## src/rtl/spi_ram_cmd.sv

```systemverilog
// spi_ram_cmd: command-decoding single-port RAM downstream of an SPI slave.
//
// Ports:
//   clk       in   rising-edge clock
//   rst_n     in   asynchronous active-low reset
//   din[9:0]  in   slave frame: [9:8] command, [7:0] payload
//   rx_valid  in   frame valid; only its rising edge accepts a command
//   dout[7:0] out  read data towards the slave tx_data
//   tx_valid  out  dout valid; held until the next accepted command
//   seq_err   out  one-cycle pulse on sequencing or range violation
//
// Commands: 00 write-address, 01 write-data, 10 read-address, 11 read-data.
module spi_ram_cmd #(
  parameter int unsigned MEM_DEPTH = 256,
  parameter int unsigned ADDR_SIZE = 8,
  parameter bit          AUTO_INC  = 1'b0
) (
  input  logic       clk,
  input  logic       rst_n,
  input  logic [9:0] din,
  input  logic       rx_valid,
  output logic [7:0] dout,
  output logic       tx_valid,
  output logic       seq_err
);

  localparam int unsigned IDX_W = (MEM_DEPTH > 1) ? $clog2(MEM_DEPTH) : 1;
  localparam logic [ADDR_SIZE:0]   DEPTH_EXT = (ADDR_SIZE + 1)'(MEM_DEPTH);
  localparam logic [ADDR_SIZE-1:0] LAST_ADDR = ADDR_SIZE'(MEM_DEPTH - 1);

  typedef enum logic [1:0] {
    CMD_WR_ADDR = 2'b00,
    CMD_WR_DATA = 2'b01,
    CMD_RD_ADDR = 2'b10,
    CMD_RD_DATA = 2'b11
  } cmd_e;

  logic [7:0] mem [MEM_DEPTH];

  logic [ADDR_SIZE-1:0] wr_addr_q, wr_addr_d;
  logic [ADDR_SIZE-1:0] rd_addr_q, rd_addr_d;
  logic                 wr_armed_q, wr_armed_d;
  logic                 rd_armed_q, rd_armed_d;
  logic                 rx_valid_q, rx_valid_d;
  logic [7:0]           dout_q, dout_d;
  logic                 tx_valid_q, tx_valid_d;
  logic                 seq_err_q, seq_err_d;

  logic                 accept;
  logic                 mem_we;
  cmd_e                 cmd;
  logic [ADDR_SIZE-1:0] cmd_addr;
  logic                 cmd_addr_ok;
  logic                 wr_addr_ok;
  logic                 rd_addr_ok;
  logic [ADDR_SIZE-1:0] wr_addr_inc;
  logic [ADDR_SIZE-1:0] rd_addr_inc;

  assign cmd         = cmd_e'(din[9:8]);
  assign cmd_addr    = din[ADDR_SIZE-1:0];
  // Zero-extend by one bit so MEM_DEPTH == 2**ADDR_SIZE still compares correctly.
  assign cmd_addr_ok = {1'b0, cmd_addr}  < DEPTH_EXT;
  assign wr_addr_ok  = {1'b0, wr_addr_q} < DEPTH_EXT;
  assign rd_addr_ok  = {1'b0, rd_addr_q} < DEPTH_EXT;
  assign wr_addr_inc = (wr_addr_q == LAST_ADDR) ? '0 : wr_addr_q + 1'b1;
  assign rd_addr_inc = (rd_addr_q == LAST_ADDR) ? '0 : rd_addr_q + 1'b1;

  // rx_valid_q resets high, so a frame valid already asserted at reset
  // release is ignored until it drops.
  assign accept = rx_valid & ~rx_valid_q;

  always_comb begin
    wr_addr_d  = wr_addr_q;
    rd_addr_d  = rd_addr_q;
    wr_armed_d = wr_armed_q;
    rd_armed_d = rd_armed_q;
    rx_valid_d = rx_valid;
    dout_d     = dout_q;
    tx_valid_d = tx_valid_q;
    seq_err_d  = 1'b0;
    mem_we     = 1'b0;

    if (accept) begin
      tx_valid_d = 1'b0;
      unique case (cmd)
        CMD_WR_ADDR: begin
          wr_addr_d = cmd_addr;
          if (cmd_addr_ok) begin
            wr_armed_d = 1'b1;
          end else begin
            seq_err_d = 1'b1;
          end
        end
        CMD_WR_DATA: begin
          mem_we    = wr_addr_ok;
          seq_err_d = ~wr_armed_q | ~wr_addr_ok;
          if (AUTO_INC) begin
            wr_addr_d = wr_addr_inc;
          end
        end
        CMD_RD_ADDR: begin
          rd_addr_d = cmd_addr;
          if (cmd_addr_ok) begin
            rd_armed_d = 1'b1;
          end else begin
            seq_err_d = 1'b1;
          end
        end
        CMD_RD_DATA: begin
          dout_d     = rd_addr_ok ? mem[rd_addr_q[IDX_W-1:0]] : '0;
          tx_valid_d = 1'b1;
          seq_err_d  = ~rd_armed_q | ~rd_addr_ok;
          if (AUTO_INC) begin
            rd_addr_d = rd_addr_inc;
          end
        end
        default: ;
      endcase
    end
  end

  always_ff @(posedge clk or negedge rst_n) begin
    if (!rst_n) begin
      wr_addr_q  <= '0;
      rd_addr_q  <= '0;
      wr_armed_q <= 1'b0;
      rd_armed_q <= 1'b0;
      rx_valid_q <= 1'b1;
      dout_q     <= '0;
      tx_valid_q <= 1'b0;
      seq_err_q  <= 1'b0;
    end else begin
      wr_addr_q  <= wr_addr_d;
      rd_addr_q  <= rd_addr_d;
      wr_armed_q <= wr_armed_d;
      rd_armed_q <= rd_armed_d;
      rx_valid_q <= rx_valid_d;
      dout_q     <= dout_d;
      tx_valid_q <= tx_valid_d;
      seq_err_q  <= seq_err_d;
    end
  end

  // Storage is deliberately outside the reset domain: contents survive rst_n.
  always_ff @(posedge clk) begin
    if (mem_we) begin
      mem[wr_addr_q[IDX_W-1:0]] <= din[7:0];
    end
  end

  assign dout     = dout_q;
  assign tx_valid = tx_valid_q;
  assign seq_err  = seq_err_q;

endmodule

```

## config.mk

```make
export PLATFORM = sky130hd
export DESIGN_NAME = spi_ram_cmd
export DESIGN_NICKNAME = d
export VERILOG_FILES = /design/src/rtl/spi_ram_cmd.sv
export SDC_FILE = /design/constraint.sdc
export NUM_CORES = 2
export LEC_CHECK = 0
export BUFFER_PORTS_ARGS = -buffer_cell sky130_fd_sc_hd__buf_2
export CORE_MARGIN = 8
export CORE_UTILIZATION = 35
export DETAILED_ROUTE_END_ITERATION = 10
export PLACE_DENSITY = 0.47
export SYNTH_ARGS = -nofsm -noshare
export SYNTH_HDL_FRONTEND = slang
export SYNTH_SLANG_ARGS = --single-unit
```

## constraint.sdc

```tcl
create_clock -name clk -period 4.15 [get_ports clk]
set_clock_uncertainty 0.15 [all_clocks]
set_input_delay 0 -clock clk [delete_from_list [all_inputs] [get_ports clk]]
set_output_delay 0 -clock clk [all_outputs]
set_load 0.005 [all_outputs]
```

Yosys cells after proc, flatten, opt, wreduce, memory -nomap -nowiden
Memories as Yosys holds them, arrays and structs flattened. A register that Yosys moved wholly into a read port is not among the register bits.
Index checks and enable logic that the tools add are counted.

cells by class
  equality and inequality tests = 3
  bitwise logic cells = 4
  reduce and logical (&&, ||, !) cells = 6
  muxes and demuxes = 7

operator list
  cell                                           count
  2-to-1 mux 1 bit                               6
  AND reduction 2 bit                            3
  == test 2 bit, second input constant           2
  NOT 1 bit                                      3
  case mux 1 bit (3 select lines)                1
  == test 2 x 1 -> 1 bit, second input constant  1
  logical NOT 2 bit                              1
  OR reduction 2 bit                             1
  bitwise AND 1 bit                              1
  logical NOT 1 bit                              1

word-level totals
  memories kept = 1
  register bits = 21
  input bits = 13
  RAM bits = 2048
  word-level logic and storage cells = 28

memories
  memory  depth  width  read ports  clocked after memory_dff  wr ports  line  RTL
  mem     256    8      1           1                         1         38    logic [7:0] mem [MEM_DEPTH];

Longest topological paths before layout
  depth after elaboration = 5
  mapped depth = 12

Least setup slack after synthesis
No wires, ideal clock.

  path type = flip-flop to flip-flop
  start point = register rx_valid_q
  end point = memory mem[117][0], enable pin
  buffers on the path = 2
  data required time = 3.630 ns
  clock period less this slack = 2.689 ns
  data arrival time = 2.169 ns
  setup slack = 1.461 ns
  cell stages (with the launch flop) = 7
  cells stage by stage = dfstp_2 -> nand2b_1 -> nor3b_1 -> clkbuf_1 -> nand3_1 -> clkbuf_1 -> nor2_1

between the ends
  longest elaborated chain between the ends = 5

ends and longest elaborated chain
  element                                 line  RTL
  start, declared                         44    logic rx_valid_q, rx_valid_d;
  start signal, assigned                  137   rx_valid_q <= rx_valid_d;
  NOT 1 bit                               70    assign accept = rx_valid & ~rx_valid_q;
  bitwise AND 1 bit                       70
  2-to-1 mux 1 bit                        83    if (accept) begin
  2-to-1 mux 1 bit                        146   if (mem_we) begin
  2-to-1 mux 1 bit (implied by the code)  147   mem[wr_addr_q[IDX_W-1:0]] <= din[7:0];
  end, declared                           38

No other way between the ends.

==> reports/metrics.cfg <==
[floorplan]
die_x_um = 496
die_y_um = 496
rows = 176
start_util = 0.352
die_area_um2 = 246000
core_um2 = 230000
io_pins = 23

[grt]
grt_first_pass_wirelength_um = 321000
grt_usage = 0.181
overflow = 0
grt_pass1_vias = 41800
grt_max_degree = 121
antenna_found_initial = 8

[setup_path]
cp-start-kind = register
cp_slowest_cell = nor4_1
cp.arrival_ps = 4630
r2r-end = dout[2]
worstSetupPathType = register to register
critPathBufInv = 1
critPathRequiredTime_ps = 4790
critPathCaptureType = register
crit_path_cell_trace = nand2_2, buf_12, o221ai_1, o22ai_1, o21ai_0, a21oi_1, nor4_1, a211o_1
worstSetupStartpoint = rd_addr_q[1]
r2r-start = rd_addr_q[1]
max_stage_delay_ps = 900
critPathTopFamily = simple AND/OR/NAND/NOR gates
r2r_slack_ps = 150
worst-path-stages = 8
reg2regPathDepth = 8
crit_end = dout[2]
critPathMaxFanout = 25

[synth]
netlist_instances = 4013
ys.flop_type = edfxtp_1
synth_nets = 4026
yosysWarnings = 0
yosysSeqAreaShare = 0.770
ys_types = 56
syn_avg_cell_area_um2 = 20.1
yosysTopAreaCell = edfxtp_1
synthSimpleGateAreaFrac = 0.0289
synth.area.mux_share = 0.146
synth_edf_count = 2048
postSynth.asyncResetShare = 0.0140
synth-compound-area-share = 0.0366
synth-adder-area-share = 0
synth_top_family_by_area = multiplexers
ys_ff_latch = 2077
yosys-top-cells-area = edfxtp_1 76%, mux4_2 10%, mux2i_1 4.1%
synth_top_cell_area_share = 0.761
yosys.area_share.xor_xnor = 0
netlist_area_um2 = 80800

[sta]
setup_violations = 0
rsz0062_at_grt = false
finalCritPeriodShare = 0.964
slew_headroom = 0.0333
clock.fmax_mhz = 250
tns_ps = 0
slew_viol_final = 0
hold_viol_final = 0
fin_ws_ps = 151
worstMarginPinSlew_ps = 1430
final.min_clock_period_ps = 4000

[cells_and_area]
postLayoutCoreUtil = 0.409
mostFrequentLayoutCell = edfxtp_1
multiInputGateArea_um2 = 17100
regArea_um2 = 62200
syn2layout_area_growth_pct = 16.3
drive_above_1_share = 0.251
nNetsFinal = 4493
fillers = 20400
final_cell_count_no_fill = 7677
layout_common_cells = 2048 x edfxtp_1, 424 x buf_4, 367 x mux4_2

[placement]
portBuffers = 22
dp_worst_setup_slack_ps = 12.7
dp_hpwl_um = 142000
placed_cells = 7269
place.gp.congestion = 0.800

[drt]
postRouteAntennaNets = 0
routed_wl_um = 226000
drt_first_pass_iters = 5
drt_first_iter_violations = 4202
drc = 0
vias_per_cell = 5.33
dr.max_layer_used = met5
num_vias = 40900
wl_per_cell_um = 29.4
wl_met2_um = 107000
wl_met3_um = 11500
met1_length_um = 102000

[clock_network]
clkTransAtPathRegs_ps = 60
cts-buffers-inserted = 214
clockBufferDepth = 3
root_buffer = clkbuf_16
clock_latency_ps = 840
tritoncts = done
htree_levels = 4
cts_setup_buffers = 0
cts_num_sinks = 2077

[power]
power_density_nw_per_um2 = 521
total_power_mw = 49.0
p_leak_nw = 30.0
peakVddDrop_mv = 0.412

[run]
drv_cap = 0

[status]
status = finished, final reports clean

[worst_hold_path]
worstHoldPathType = input port to register

==> cells in the mapped netlist (28+ instances only) <==
master,count
dfrtp_1,28
a21oi_1,61
o22ai_1,107
nor2_1,289
o21ai_0,34
nand3_1,54
o221ai_1,62
buf_2,56
edfxtp_1,2048
nand2_1,110
a22oi_1,67
a211oi_1,42
mux2i_1,333
clkbuf_1,107
buf_6,47
mux4_2,367
==> stage by stage <==
stage / instance area [um2] / hold WS [ps]
floorplan: 80800 / -446
global route: 93900 / 85.3
detailed placement: 87100 / -12.9
finish: 93900 / 86.9
CTS: 93900 / 39.2
global placement: 87100 / -19.5
==> layer usage <==
metal | vias up | GRT usage
met4 | 2 | 0.0444
li1 | 17600 | -
met3 | 273 | 0.0257
met5 | - | 0
met1 | 21900 | 0.261
met2 | 1203 | 0.291
==> cells by family after synthesis <==
family / after synthesis
simple gates: 545
buf+inv: 251
mux: 714
flops: 2077
compound gates: 426
==> how the worst min path moves through the flow <==
stage             start  slack, ps  depth (start not counted)          to
3_3_place_gp   rx_valid        -20                          1  rx_valid_q
3_5_place_dp   rx_valid        -10                          1  rx_valid_q
2_1_floorplan     rst_n       -450                          0     dout[0]
5_1_grt          din[9]         90                          5     seq_err
6_report         din[9]         90                          5     seq_err
4_1_cts          din[9]         40                          5     seq_err
==> where the power goes <==
part	switching (mW)	internal, mW	leakage [nW]
clock	8.05	10.1	3.19
combinational	4.42	2.93	8.09
sequential	0.294	23.1	18.7
total	12.8	36.2	30.0
==> area by class of cell <==
type / instances / area share
diodes: 2 / 0.0000533
clock buffers: 276 / 0.0606
clock inverters: 109 / 0.00897
inverters: 4 / 0.000187
multi-input cells: 1685 / 0.182
flip-flops and latches: 2077 / 0.663
well taps: 3026 / 0.0403
repair buffers: 498 / 0.0449
==> repair_timing <==
action / in CTS / in global routing
endpoints found under the hold margin: 1813 / 0
hold buffers: 21 / 0
setup endpoints to repair: 1 / 0
resized for setup: 1 / 0
==> worst reg2reg max path: cells and delay by family, from the launching register on <==
family | cells | cell delay (ps)
flip-flops | 1 | 800
AND/OR/NAND/NOR | 2 | 1380
AO/OA/AOI/OAI | 5 | 1320
buffers and inverters | 1 | 310
==> state kept, by name, indices dropped and copies added, names as in the netlist <==
register	cells
seq_err	1
mem	2048
rd_addr_q	8
dout	8
wr_addr_q	8
rx_valid_q	1
tx_valid	1
wr_armed_q	1
rd_armed_q	1
No activity file was read; power rests on OpenSTA's default activity.
